==> src/rtl/gcd_stream_if.sv <==
// +------------------------------------------------------------------+
// | Module : gcd_stream_if                                           |
// | Brief  : Operand/result handshake bundle for gcd_stream.         |
// |          Carries abort_i only when GCD_ABORT_EN is defined.      |
// | Rev    : 1.0  initial release                                    |
// +------------------------------------------------------------------+
`default_nettype none

interface gcd_stream_if #(
    parameter int WIDTH = 32,
    parameter int CNT_W = 8
);
    logic             in_valid_i;
    logic             in_ready_o;
    logic [WIDTH-1:0] a_i;
    logic [WIDTH-1:0] b_i;
    logic             out_valid_o;
    logic             out_ready_i;
    logic [WIDTH-1:0] res_o;
    logic [CNT_W-1:0] cycles_o;
`ifdef GCD_ABORT_EN
    logic             abort_i;

    modport master (
        output in_valid_i, a_i, b_i, out_ready_i, abort_i,
        input  in_ready_o, out_valid_o, res_o, cycles_o
    );
    modport slave (
        input  in_valid_i, a_i, b_i, out_ready_i, abort_i,
        output in_ready_o, out_valid_o, res_o, cycles_o
    );
`else
    modport master (
        output in_valid_i, a_i, b_i, out_ready_i,
        input  in_ready_o, out_valid_o, res_o, cycles_o
    );
    modport slave (
        input  in_valid_i, a_i, b_i, out_ready_i,
        output in_ready_o, out_valid_o, res_o, cycles_o
    );
`endif
endinterface

`default_nettype wire

==> src/rtl/gcd_stream.sv <==
// +------------------------------------------------------------------+
// | Module : gcd_stream                                              |
// | Brief  : Iterative binary (Stein) GCD, up to MAX_SHIFT trailing  |
// |          zeros stripped per cycle. Optional macro: GCD_ABORT_EN. |
// | Rev    : 1.0  initial release                                    |
// +------------------------------------------------------------------+
`default_nettype none

module gcd_stream #(
    parameter int WIDTH     = 32,
    parameter int MAX_SHIFT = 4,
    parameter int CNT_W     = 8
) (
    input  logic         clk_i,
    input  logic         rst_ni,
    gcd_stream_if.slave  bus
);
    localparam int SH_W = $clog2(WIDTH);

    localparam logic [1:0] S_IDLE    = 2'd0;
    localparam logic [1:0] S_TRIM    = 2'd1;
    localparam logic [1:0] S_COMPUTE = 2'd2;
    localparam logic [1:0] S_DONE    = 2'd3;

    logic [1:0]       state_q, state_d;
    logic [WIDTH-1:0] a_q, a_d, b_q, b_d, res_q, res_d;
    logic [SH_W-1:0]  shift_q, shift_d;
    logic [CNT_W-1:0] cnt_q, cnt_d, cyc_q, cyc_d;
    logic [CNT_W-1:0] cnt_inc;
    logic [SH_W-1:0]  k_ab, k_a, k_b;

    // min(ctz(x), MAX_SHIFT); x is never zero where the result is used
    function automatic logic [SH_W-1:0] trim_k(input logic [WIDTH-1:0] x);
        logic [SH_W-1:0] k;
        k = SH_W'(MAX_SHIFT);
        for (int i = MAX_SHIFT - 1; i >= 0; i--) begin
            if (x[i]) k = SH_W'(i);
        end
        return k;
    endfunction

    assign k_ab    = trim_k(a_q | b_q);
    assign k_a     = trim_k(a_q);
    assign k_b     = trim_k(b_q);
    assign cnt_inc = (&cnt_q) ? cnt_q : cnt_q + 1'b1;

    always_comb begin
        state_d = state_q;
        a_d     = a_q;
        b_d     = b_q;
        shift_d = shift_q;
        cnt_d   = cnt_q;
        res_d   = res_q;
        cyc_d   = cyc_q;
        case (state_q)
            S_IDLE: begin
                if (bus.in_valid_i) begin
                    a_d     = bus.a_i;
                    b_d     = bus.b_i;
                    shift_d = '0;
                    cnt_d   = '0;
                    state_d = S_TRIM;
                end
            end
            S_TRIM: begin
                cnt_d = cnt_inc;
                if (a_q == '0 || b_q == '0) begin
                    res_d   = a_q | b_q;
                    cyc_d   = cnt_inc;
                    state_d = S_DONE;
                end else if (k_ab != '0) begin
                    a_d     = a_q >> k_ab;
                    b_d     = b_q >> k_ab;
                    shift_d = shift_q + k_ab;
                end else begin
                    state_d = S_COMPUTE;
                end
            end
            S_COMPUTE: begin
                cnt_d = cnt_inc;
                if (!a_q[0]) begin
                    a_d = a_q >> k_a;
                end else if (!b_q[0]) begin
                    b_d = b_q >> k_b;
                end else if (a_q == b_q) begin
                    res_d   = a_q << shift_q;
                    cyc_d   = cnt_inc;
                    state_d = S_DONE;
                end else if (a_q > b_q) begin
                    a_d = (a_q - b_q) >> 1;
                end else begin
                    b_d = (b_q - a_q) >> 1;
                end
            end
            S_DONE: begin
                if (bus.out_ready_i) state_d = S_IDLE;
            end
            default: state_d = S_IDLE;
        endcase
`ifdef GCD_ABORT_EN
        // Abort wins over a completion in the same cycle; outputs keep the old result
        if (bus.abort_i && (state_q == S_TRIM || state_q == S_COMPUTE)) begin
            state_d = S_IDLE;
            res_d   = res_q;
            cyc_d   = cyc_q;
        end
`endif
    end

    always_ff @(posedge clk_i or negedge rst_ni) begin
        if (!rst_ni) begin
            state_q <= S_IDLE;
            a_q     <= '0;
            b_q     <= '0;
            shift_q <= '0;
            cnt_q   <= '0;
            res_q   <= '0;
            cyc_q   <= '0;
        end else begin
            state_q <= state_d;
            a_q     <= a_d;
            b_q     <= b_d;
            shift_q <= shift_d;
            cnt_q   <= cnt_d;
            res_q   <= res_d;
            cyc_q   <= cyc_d;
        end
    end

    assign bus.in_ready_o  = (state_q == S_IDLE);
    assign bus.out_valid_o = (state_q == S_DONE);
    assign bus.res_o       = res_q;
    assign bus.cycles_o    = cyc_q;

endmodule

`default_nettype wire

==> src/flat_wrapper.sv <==
// flat-port wrapper written by rule: the top's interface ports become plain ports
module gcd_stream_flat 
#(
    parameter int WIDTH     = 32,
    parameter int MAX_SHIFT = 4,
    parameter int CNT_W     = 8
)
  (clk_i, rst_ni, bus_in_valid_i, bus_a_i, bus_b_i, bus_out_ready_i, bus_in_ready_o, bus_out_valid_o, bus_res_o, bus_cycles_o);
  gcd_stream_if #(.WIDTH(WIDTH), .CNT_W(CNT_W)) bus_i ();
  input  logic clk_i;
  input  logic rst_ni;
  input wire logic [$bits(bus_i.in_valid_i)-1:0] bus_in_valid_i;
  input wire logic [$bits(bus_i.a_i)-1:0] bus_a_i;
  input wire logic [$bits(bus_i.b_i)-1:0] bus_b_i;
  input wire logic [$bits(bus_i.out_ready_i)-1:0] bus_out_ready_i;
  output wire logic [$bits(bus_i.in_ready_o)-1:0] bus_in_ready_o;
  output wire logic [$bits(bus_i.out_valid_o)-1:0] bus_out_valid_o;
  output wire logic [$bits(bus_i.res_o)-1:0] bus_res_o;
  output wire logic [$bits(bus_i.cycles_o)-1:0] bus_cycles_o;
  assign bus_i.in_valid_i = bus_in_valid_i;
  assign bus_i.a_i = bus_a_i;
  assign bus_i.b_i = bus_b_i;
  assign bus_i.out_ready_i = bus_out_ready_i;
  assign bus_in_ready_o = bus_i.in_ready_o;
  assign bus_out_valid_o = bus_i.out_valid_o;
  assign bus_res_o = bus_i.res_o;
  assign bus_cycles_o = bus_i.cycles_o;
  gcd_stream #(.WIDTH(WIDTH), .MAX_SHIFT(MAX_SHIFT), .CNT_W(CNT_W)) u_core (.clk_i(clk_i), .rst_ni(rst_ni), .bus(bus_i));
endmodule
==> config.mk <==
export PLATFORM = sky130hd
export DESIGN_NAME = gcd_stream_flat
export DESIGN_NICKNAME = d
export VERILOG_FILES = /design/src/rtl/gcd_stream_if.sv /design/src/rtl/gcd_stream.sv /design/src/flat_wrapper.sv
export SDC_FILE = /design/constraint.sdc
export NUM_CORES = 1
export LEC_CHECK = 0
export ABC_AREA = 1
export CORE_MARGIN = 2
export CORE_UTILIZATION = 45
export CTS_CLUSTER_DIAMETER = 40
export DETAILED_ROUTE_END_ITERATION = 10
export HOLD_SLACK_MARGIN = 0.1
export PLACE_DENSITY = 0.73
export RECOVER_POWER = 25
export SKIP_CTS_REPAIR_TIMING = 1
export SLEW_MARGIN = 20
export SYNTH_ARGS = -nofsm -noshare
export SYNTH_HDL_FRONTEND = slang
export SYNTH_SLANG_ARGS = --single-unit
==> constraint.sdc <==
create_clock -name clk_i -period 6.7 [get_ports clk_i]
set_clock_uncertainty 0.15 [all_clocks]
set_input_delay 1.34 -clock clk_i [delete_from_list [all_inputs] [get_ports clk_i]]
set_output_delay 1.34 -clock clk_i [all_outputs]
set_load 0.03 [all_outputs]
# == Yosys cells after proc, flatten, opt, wreduce, memory -nomap -nowiden ==
# Cells that the tools add are included.
# op_classes
shifts,5
n_eq_ne,18
bitwise,1
order_cmp,1
n_addsub,4
muxes,53
n_reduce_logical,19
# op_table
operator,count
32-bit 2-to-1 mux,18
32-bit case mux with 3 select lines,2
32-bit zero test,2
32-bit case mux with 2 select lines,1
32-bit by 3-bit >> shifter with 32-bit output,2
32-bit by 5-bit >> shifter with 32-bit output,2
32-bit subtractor,2
8-bit 2-to-1 mux,6
32-bit == test,1
32-bit > comparator,1
32-bit OR,1
8-bit case mux with 2 select lines,2
32-bit by 5-bit << shifter with 32-bit output,1
5-bit 2-to-1 mux,6
3-bit 2-to-1 mux,9
"3-bit != test, second input constant",5
2-bit 2-to-1 mux,7
7-bit AND reduction,2
"2-bit by 1-bit != test with 1-bit output, second input constant",5
5-bit case mux with 2 select lines,1
5-bit AND reduction,2
"8-bit by 1-bit adder with 8-bit output, second input constant",1
2-bit case mux with 4 select lines,1
4-bit AND reduction,2
other kinds (14),19
# totals
ff_bits,119
wordCells,110
in_bits,68
out_inout_bits,42

# == Longest topological paths before layout ==
# depth
word_depth,9
ltp_mapped,21
depth_no_buf,20

# == Least setup slack after synthesis ==
# No wires, ideal clock.
# synth_timing
kind,flip-flop to flip-flop
start,register u_core.b_q[1]
end,register u_core.shift_q[4]
path_stages_with_launch,15
t_required_ns,6.410
path_buffers,2
t_arrival_ns,2.722
slack_ns,3.688
setup_time_ns,0.140
synth_period_minus_slack_ns,3.012
path_cell_list,dfrtp_1 -> inv_1 -> ha_1 -> o21ai_0 -> nand2_1 -> clkbuf_1 -> buf_2 -> inv_1 -> ha_1 -> fa_1 -> nand2_1 -> a21oi_1 -> or2_2 -> nand3_1 -> o21ai_0
# synth_via
elab_chain_cells,7
elab_cells_between_ends,13
classes_between,add/sub (1); eq/ne (2); mux (5); bitwise (1); reduce/logical (4)
# synth_lines
element,line,text
start: declaration,gcd_stream.sv:26,"logic [WIDTH-1:0] a_q, a_d, b_q, b_d, res_q, res_d;"
start signal: assignment,gcd_stream.sv:114,b_q <= '0;
start signal: assignment,gcd_stream.sv:122,b_q <= b_d;
32-bit OR,--,
5-bit 2-to-1 mux (2 in a row),gcd_stream.sv:37,if (x[i]) k = SH_W'(i);
5-bit adder,gcd_stream.sv:74,shift_d = shift_q + k_ab;
5-bit 2-to-1 mux,gcd_stream.sv:71,end else if (k_ab != '0) begin
5-bit 2-to-1 mux,gcd_stream.sv:67,if (a_q == '0 || b_q == '0) begin
5-bit case mux with 2 select lines,gcd_stream.sv:55,case (state_q)
end signal: assignment,gcd_stream.sv:123,shift_q <= shift_d;
end: declaration,gcd_stream.sv:27,"logic [SH_W-1:0] shift_q, shift_d;"
# Several ways; a longest one is shown, not always the timed one. The select of a mux whose other input is x is not followed.
# A chain may end at the register's enable or synchronous reset.

# == Worst setup path in the final report ==
# layout_timing
start,register u_core.a_q[3]
end,register u_core.a_q[2]
# layout_via
elab_chain_cells,9
elab_cells_between_ends,29
classes_between,add/sub (1); order compare (1); eq/ne (5); shift (2); mux (15); bitwise (1); reduce/logical (4)
# layout_lines
element,line,text
start: declaration,gcd_stream.sv:26,
start signal: assignment,gcd_stream.sv:113,a_q <= '0;
start signal: assignment,gcd_stream.sv:121,a_q <= a_d;
branches (longest 9 deep; another with 32-bit subtractor),--,
# Parallel ways; which one is timed is not known. The select of a mux whose other input is x is not followed.

==> metrics <==
CP top delay family=compound AO/OA/AOI/OAI gates; Skew-Pair Late Insertion Delay=460 ps; Startpoint Class=flop; Worst Hold Endpoint=u_core.bus.res_o[24]; worst path bufs/invs=2; Synth Flop Type=dfrtp_1; Overall Global Routing Usage=41.4%; drt initial violations=2,527; max incr delay on CP=680 ps; Critical Path RT=6940 ps; vias in the first global route=18,787; Starting Density=45.5%; Routed Antenna Nets=0; relative slew slack=25.3%; layout cells sized above 1=5.81%; Residual DRC=0; kind of critical path=reg2reg; leading cell types in the layout, fill and taps excluded=nand2_1, o21ai_0, nor2_1; Total Routed Length=80,600 um; Synth cell types=55; die height=196 um; CTS tree=built; antenna cell count=0; worst hold stages=2; Final min period=4310 ps; Reg2Reg Depth=14; clk sinks=119; die area=0.0384 sq mm; nature of the critical path endpoint=flop; Worst R2R End=u_core.a_q[2]; commonest non-fill, non-tap cell in the layout=nand2_1; vias post-DR=20,368; fill count=3,884; Congestion Overflow GR=0; outcome=finished clean; Worst R2R Start=u_core.a_q[3]; Most common cell on crit path=nand2_1; final core utilization=50.7%; hold crit path type=reg2reg; crit path max fanout=69; GPL Wtd Cong=1.05; Wirelength per Cell=23.8 um; # nets final=3,086; f_max=0.232 GHz; slowest cell on the critical path=dfrtp_1; mapped cell area=0.0166 sq mm; setup violators final=0; syn avg cell area=5.72 sq um; Die Wd=196 um; I/O pins=110; crit path DAT=4550 ps; Layout area overhead=11.5%; Max Transition Viols Final=0; synth warn=0; Core Footprint=0.0364 sq mm; Hold Vio Cnt, Final=0; post-DP HPWL=63,500 um; hold path startpoint=u_core.bus.res_o[24]; synthesized instance count=2,896; Root Buffer=clkbuf_16; htree depth=4; crit path cell chain=inv_1 -> ha_1 -> o21ai_0 -> nand2_4 -> buf_4 -> o21ai_0 -> nand2_1 -> o21ai_0 -> nand2_1 -> nand3_1 -> a21oi_1 -> nand2_1 -> nand2_1 -> nand2_1; #FFs+latches synth=119; post-route setup TNS=0 ps; sequential area share after synthesis=18.0%; PortBufs=109; Max Cap Viol=0; initial antenna violation count=2; Mapped Nets=3,070; r2r setup slk=2390 ps; DR pass1 iterations=8; TritonCTS Buffers=17; part of the cycle the worst path needs=64.3%; EDFF count, synth=0; # rows=70; first-pass GRT wire length=118,000 um; Worst-Margin Slew=1110 ps; Clock Path Buffers=2; Clock Pin Slew Worst Setup and Hold Paths=60 ps; RSZ-0062 raised after global routing=no; largest net degree at the start of global routing=84; Async SR Flop Fraction=100%; DR vias/cell=6.00
-- worst max-delay path by stage --
stage / start / endpoint / slack (ps) / depth (start not counted)
6_report: u_core.a_q[3] / u_core.a_q[2] / 2390 / 14
5_1_grt: u_core.a_q[3] / u_core.a_q[2] / 2270 / 14
4_1_cts: u_core.b_q[26] / u_core.bus.res_o[26] / 2600 / 12
3_5_place_dp: bus_in_valid_i / u_core.b_q[31] / 2640 / 8
3_3_place_gp: u_core.a_q[3] / u_core.a_q[3] / 2590 / 12
2_1_floorplan: u_core.b_q[1] / u_core.shift_q[4] / 3690 / 14
-- stage by stage --
step | hold slack [ps] | std cells | setup WS [ps] | cell area [sq um]
floorplan | 345 | 2896 | 3690 | 16600
global route | 355 | 3393 | 2270 | 18500
finish | 328 | 3393 | 2390 | 18500
detailed placement | 314 | 3361 | 2640 | 17900
CTS | 330 | 3393 | 2600 | 18500
global placement | 313 | 3361 | 2590 | 17900
-- synthesized netlist by cell type, drive strengths merged, types with 5 or more instances --
cell    number  share of area, %
buf         57               1.9
or2         67               2.5
a31oi        7              0.26
ha         103               7.8
nor3        24              0.75
nand2      986                22
dfrtp      119                18
o21bai      18              0.82
mux2i       20               1.2
o22ai       23              0.87
o211ai      92               4.2
nor2       333               7.9
nand4       20              0.75
inv        245               5.6
o21ai      356                11
clkbuf      81               1.8
a21oi      100               3.0
nand3      159               4.9
a211oi       5              0.23
o221ai       6              0.32
xor2        40               2.1
-- worst min-delay path: cells and delay by family, from the launching register on --
family           cells  cell delay [ps]
DFF                  1              340
and+or+nand+nor      2              100
-- kinds of logic after synthesis --
kind of cell / Yosys count / synth area share (%)
simple gates: 1597 / 39.6
fa+ha+maj: 106 / 8.14
flops: 119 / 18.0
buf+inv: 387 / 9.39
compound gates: 626 / 21.5
mux: 20 / 1.21
xor+xnor: 41 / 2.17
-- metal layers --
layer | track usage [%] | wire (um)
met1 | 51.9 | 31300
met3 | 7.62 | 7820
met5 | 0 | 27
met2 | 66.2 | 36000
met4 | 24.9 | 5450
-- state kept, by name, indices dropped and copies added, names as in the netlist --
register	cells
u_core.a_q	32
u_core.b_q	32
u_core.bus.cycles_o	8
u_core.bus.res_o	32
u_core.cnt_q	8
u_core.shift_q	5
u_core.state_q	2
-- cell type report --
class                      count  area [sq um]  area share [%]
timing repair buffer         135          1290            6.97
clock buffer                  17           425            2.30
inverter                     249           937            5.07
tap                          468           586            3.17
multi-input combinational   2390         12100            65.4
clock inverter                15           180           0.975
sequential                   119          2980            16.1
Power is not shown: default switching activity piles up to over one toggle a cycle in this logic, so the estimate is an artifact.
